<file path="src/rtl/register_file.sv">
// ============================================================================
// register_file : multi-port GPR array with an auto-advancing program counter
// Revision      : 1.0
// ============================================================================
`default_nettype none

module register_file #(
  parameter int               WIDTH      = 32,
  parameter int               ADDR_WIDTH = 4,
  parameter int               PC_INDEX   = 15,
  parameter int               PC_STEP    = 4,
  parameter logic [WIDTH-1:0] RESET_PC   = '0
) (
  input  logic                  clk,
  input  logic                  reset,
  input  logic                  rd_en,
  input  logic [ADDR_WIDTH-1:0] ra_addr,
  input  logic [ADDR_WIDTH-1:0] rb_addr,
  output logic [WIDTH-1:0]      ra_data,
  output logic [WIDTH-1:0]      rb_data,
  input  logic                  we,
  input  logic [ADDR_WIDTH-1:0] wr_addr,
  input  logic [WIDTH-1:0]      wr_data,
  input  logic                  pc_advance,
  output logic [WIDTH-1:0]      pc_out
);

  localparam int                    NUM_REGS = 2 ** ADDR_WIDTH;
  localparam logic [ADDR_WIDTH-1:0] PC_ADDR  = ADDR_WIDTH'(PC_INDEX);
  localparam logic [WIDTH-1:0]      STEP     = WIDTH'(PC_STEP);
  localparam logic [WIDTH-1:0]      READ_OFS = WIDTH'(2 * PC_STEP);
  localparam logic [WIDTH-1:0]      PC_MASK  = ~(STEP - WIDTH'(1));

  logic [WIDTH-1:0] regs_q [NUM_REGS];
  logic [WIDTH-1:0] regs_d [NUM_REGS];
  logic [WIDTH-1:0] ra_data_q, ra_data_d;
  logic [WIDTH-1:0] rb_data_q, rb_data_d;

  logic             wr_pc;
  logic [WIDTH-1:0] wr_data_eff;
  logic [WIDTH-1:0] pc_q;

  assign pc_q        = regs_q[PC_ADDR];
  assign wr_pc       = we && (wr_addr == PC_ADDR);
  // PC writes are forced to PC_STEP alignment, including on the bypass path.
  assign wr_data_eff = wr_pc ? (wr_data & PC_MASK) : wr_data;

  always_comb begin
    for (int i = 0; i < NUM_REGS; i++) begin
      regs_d[i] = regs_q[i];
    end
    if (we) begin
      regs_d[wr_addr] = wr_data_eff;
    end
    if (pc_advance && !wr_pc) begin
      regs_d[PC_ADDR] = pc_q + STEP;
    end
  end

  function automatic logic [WIDTH-1:0] read_sel(input logic [ADDR_WIDTH-1:0] addr);
    logic [WIDTH-1:0] val;
    if (we && (wr_addr == addr)) begin
      val = wr_data_eff;
    end else if (addr == PC_ADDR) begin
      val = pc_q + READ_OFS;
    end else begin
      val = regs_q[addr];
    end
    return val;
  endfunction

  always_comb begin
    ra_data_d = ra_data_q;
    rb_data_d = rb_data_q;
    if (rd_en) begin
      ra_data_d = read_sel(ra_addr);
      rb_data_d = read_sel(rb_addr);
    end
  end

  always_ff @(posedge clk or negedge reset) begin
    if (!reset) begin
      for (int i = 0; i < NUM_REGS; i++) begin
        regs_q[i] <= (i == PC_INDEX) ? RESET_PC : '0;
      end
      ra_data_q <= '0;
      rb_data_q <= '0;
    end else begin
      for (int i = 0; i < NUM_REGS; i++) begin
        regs_q[i] <= regs_d[i];
      end
      ra_data_q <= ra_data_d;
      rb_data_q <= rb_data_d;
    end
  end

  assign ra_data = ra_data_q;
  assign rb_data = rb_data_q;
  assign pc_out  = pc_q;

endmodule

`default_nettype wire

</file>
<file path="config.mk">
export PLATFORM = sky130hd
export DESIGN_NAME = register_file
export DESIGN_NICKNAME = d
export VERILOG_FILES = /design/src/rtl/register_file.sv
export SDC_FILE = /design/constraint.sdc
export NUM_CORES = 1
export LEC_CHECK = 0
export BUFFER_PORTS_ARGS = -buffer_cell sky130_fd_sc_hd__clkbuf_2
export CORE_MARGIN = 1
export CORE_UTILIZATION = 57
export CTS_CLUSTER_SIZE = 28
export DETAILED_ROUTE_END_ITERATION = 12
export GPL_ROUTABILITY_DRIVEN = 0
export PLACE_DENSITY_LB_ADDON = 0.1
export RECOVER_POWER = 50
export SLEW_MARGIN = 20
export SYNTH_ARGS = -nofsm -noshare
export SYNTH_HDL_FRONTEND = slang
export SYNTH_SLANG_ARGS = --single-unit
</file>
<file path="constraint.sdc">
create_clock -name clk -period 5.9 [get_ports clk]
set_input_delay 0.885 -clock clk [delete_from_list [all_inputs] [get_ports clk]]
set_output_delay 0.885 -clock clk [all_outputs]
set_load 0.03 [all_outputs]
</file>
==> flow_summary.ini <==
[hold_path]
hold_class = in -> async

[timing]
fmax_ghz = 0.2555
hold_viol_final = 0
setup_viol = 0
setup_tns_ns = 0
fin_skew_ns = 0.02050
tightest_slew_ns = 3.326
slew_headroom_pct = -121.7
post-route-period-util_pct = 66.33
fin_crit_ns = 3.913
slew_violations = 377
rsz0062_at_grt = false
fin_ws_ns = 1.987

[logic_synthesis]
synth_top_family_by_area = multiplexers
synthMuxAreaShare_pct = 28.29
yosysSeqAreaShare_pct = 45.77
synth_nets = 2842
yosys_warnings = 0
synthArstFlopShare_pct = 100.0
synth_seq_cells = 576
synth-edff-count = 0
ys.flop_type = dfrtp_1
synth-simple-area-share_pct = 11.16
netlist_area_mm2 = 0.03149
avgSynthCellArea_um2 = 11.28
synth_cell_types = 64
synthXorXnorAreaFrac_pct = 1.391
synth_cells = 2791
synthAdderAreaFrac_pct = 0.07946
synth-compound-area-share_pct = 8.431

[global_route]
grtUsageMet1_pct = 51.54
grt_pass1_vias = 24370
grt_antenna_before_repair = 4
grt_pass1_wl_mm = 155.1
grt.busiest_layer = met2
grt_overflow = 0
grt_usage_pct = 37.26
grtUsageMet3_pct = 8.032
groute.layer.met2.usage_pct = 57.52
grt_max_degree = 144

[placement]
dp_hpwl_mm = 60.62
port_buffers = 144
placedInstanceArea_mm2 = 0.03224
dp.cells = 3368
pre_cts_ws_ns = 2.081

[power_and_ir_drop]
p_leak_nw = 15.03
ir_drop_v = 0.0002298
power.density_mw_per_mm2 = 378.0

[worst_setup_path]
worstPathArrival_ns = 3.87
critPathBufInv = 2
endpoint_kind = async pin
crit_cells = 2
cp_slowest_cell = clkbuf_2
critPathKind = in -> async
ff2ff_setup_slack_ns = 2.87
r2r_end = ra_data[25]$_DFFE_PN0P_
crit_family = buffers and inverters
cp-start-kind = input pin
cp_slowest_stage_delay_ns = 2.34
crit_chain = buf_8 > clkbuf_2
required_ns = 5.85
cp_max_fo = 130
r2r-start = pc_out[4]$_DFFE_PN0P_
reg2regPathDepth = 6

[clock_tree]
cts_tree = yes
clock_latency_ns = 0.60
cts_resized = 0
clockRootBuffer = clkbuf_16
numClockSinks = 576
postCtsSetupBuffers = 0
clockBufferDepth = 3
cts_hold_buf = 0
cts.htree.levels = 3
path_clk_slew_ns = 0.06
numCtsBuffers = 66

[die]
dieWidth_um = 237.1
start_util_pct = 58.06
ioPinCount = 145
die_h_um = 237.1
fp-row-count = 85
dieArea_mm2 = 0.05619
coreArea_mm2 = 0.05424

[outcome]
status = finished with violations
violations = capacitance limit, slew limit

[cells_and_area]
nets = 2792
drive_gt1_share_pct = 31.78
design_area_mm2 = 0.03439
fillers = 4225
area_delta_synth_final_pct = 9.202
fin_cells = 3481
fin_util_pct = 63.40

[detailed_routing]
antenna_left = 0
drtIter0Drc = 2796
wirelength_mm = 102.1
via_per_inst = 6.921
first_pass_iters = 7
avgRoutedWirePerCell_um = 29.32
via_count = 24090
route.detailed.drc = 0

[run]
maxCapViolCount = 5
## registers in the layout, summed over array words and instances, names as in the netlist
| register | flops |
|---|---|
| regs_q | 480 |
| pc_out | 32 |
| ra_data | 32 |
| rb_data | 32 |
## kinds of logic (layout without fill, tap and decap cells)
group	after synthesis	after routing
AOI/OAI and AO/OA	403	403
muxes	608	608
other	0	3
adders and majority gates	2	2
buffers and inverters	345	336
xor gates and xnor gates	50	50
DFF	576	576
and+or+nand+nor	807	807
## cells in the mapped netlist, drive strengths merged, types with 8 or more instances
| library cell | instances | share of area (%) |
|---|---|---|
| a211oi | 14 | 0.33 |
| a21oi | 62 | 0.99 |
| a22oi | 35 | 0.83 |
| a31oi | 28 | 0.56 |
| and3 | 9 | 0.18 |
| buf | 130 | 2.3 |
| clkbuf | 181 | 2.2 |
| dfrtp | 576 | 46 |
| inv | 33 | 0.39 |
| mux2 | 376 | 13 |
| mux2i | 44 | 1.4 |
| mux4 | 188 | 13 |
| nand2 | 523 | 6.2 |
| nand2b | 25 | 0.50 |
| nand3 | 47 | 0.76 |
| nand4 | 16 | 0.37 |
| nor2 | 86 | 1.0 |
| nor2b | 30 | 0.60 |
| nor3 | 27 | 0.44 |
| nor4 | 20 | 0.48 |
| o21ai | 116 | 1.8 |
| o221ai | 55 | 1.5 |
| o22ai | 24 | 0.48 |
| o31ai | 25 | 0.60 |
| o41ai | 8 | 0.27 |
| xnor2 | 33 | 0.92 |
| xor2 | 17 | 0.47 |
## worst reg2reg max path, cell delays in order, from the launching register on
cell and delay (ns):
dfrtp_1 0.51, ha_1 0.34, and4_1 0.40, nand3_1 0.65, nor4_1 0.59, nor3_1 0.17
o41ai_1 0.26
## through the flow
| stage | hold slack, ns | power, W |
|---|---|---|
| after global routing | 0.2605 | 0.01354 |
| final | 0.2365 | 0.01300 |
| after floorplan | 0.4574 | 0.007906 |
| after detailed placement | 0.4789 | 0.008847 |
| after global placement | 0.4714 | 0.008700 |
| after CTS | 0.2629 | 0.01299 |
## cells in the final DEF (no fill, tap or decap), types with 17 or more instances in the layout
cell / count
dfrtp_1: 576
nand2_1: 516
mux2_2: 373
mux4_2: 188
clkbuf_2: 137
o21ai_0: 113
nor2_1: 83
clkbuf_16: 71
a21oi_1: 62
o221ai_1: 55
mux2i_1: 44
buf_4: 43
nand3_1: 41
a22oi_1: 35
xnor2_1: 33
inv_1: 31
nor2b_1: 30
a31oi_1: 28
nand2b_1: 25
o31ai_1: 25
o22ai_1: 24
nor3_1: 23
clkbuf_1: 18
xor2_1: 17
## power breakdown
part           internal, W  total, W  switching, W  leakage (nW)
logic              0.00154   0.00318       0.00164          6.83
registers          0.00484   0.00568      0.000834          7.14
clock network      0.00250   0.00414       0.00164          1.07
## layout make-up
| type | instances | area [um^2] | area share, % |
|---|---|---|---|
| diodes | 3 | 7.507 | 0.02183 |
| clock buffers | 100 | 2036 | 5.920 |
| clock inverters | 9 | 123.9 | 0.3602 |
| inverters | 34 | 127.6 | 0.3711 |
| multi-input cells | 1870 | 15650 | 45.51 |
| flip-flops and latches | 576 | 14410 | 41.91 |
| well taps | 696 | 870.8 | 2.532 |
| repair buffers | 193 | 1160 | 3.373 |
## per-layer routing
layer	vias to the layer above	wire (um)
li1	9985	-
met1	12360	40070
met2	1443	47530
met5	-	0
met3	299	10360
met4	0	4114
## worst max path at each step
stage | slack, ns | start | endpoint
2_1_floorplan | 3.24 | ra_addr[0] | ra_data[16]$_DFFE_PN0P_
3_3_place_gp | 2.08 | ra_addr[0] | ra_data[14]$_DFFE_PN0P_
3_5_place_dp | 2.08 | ra_addr[0] | ra_data[14]$_DFFE_PN0P_
4_1_cts | 2.72 | ra_addr[0] | ra_data[14]$_DFFE_PN0P_
5_1_grt | 1.30 | reset | regs_q[322]$_DFFE_PN0P_
6_report | 1.99 | reset | regs_q[265]$_DFFE_PN0P_
Power figures use the tool's default switching activity.
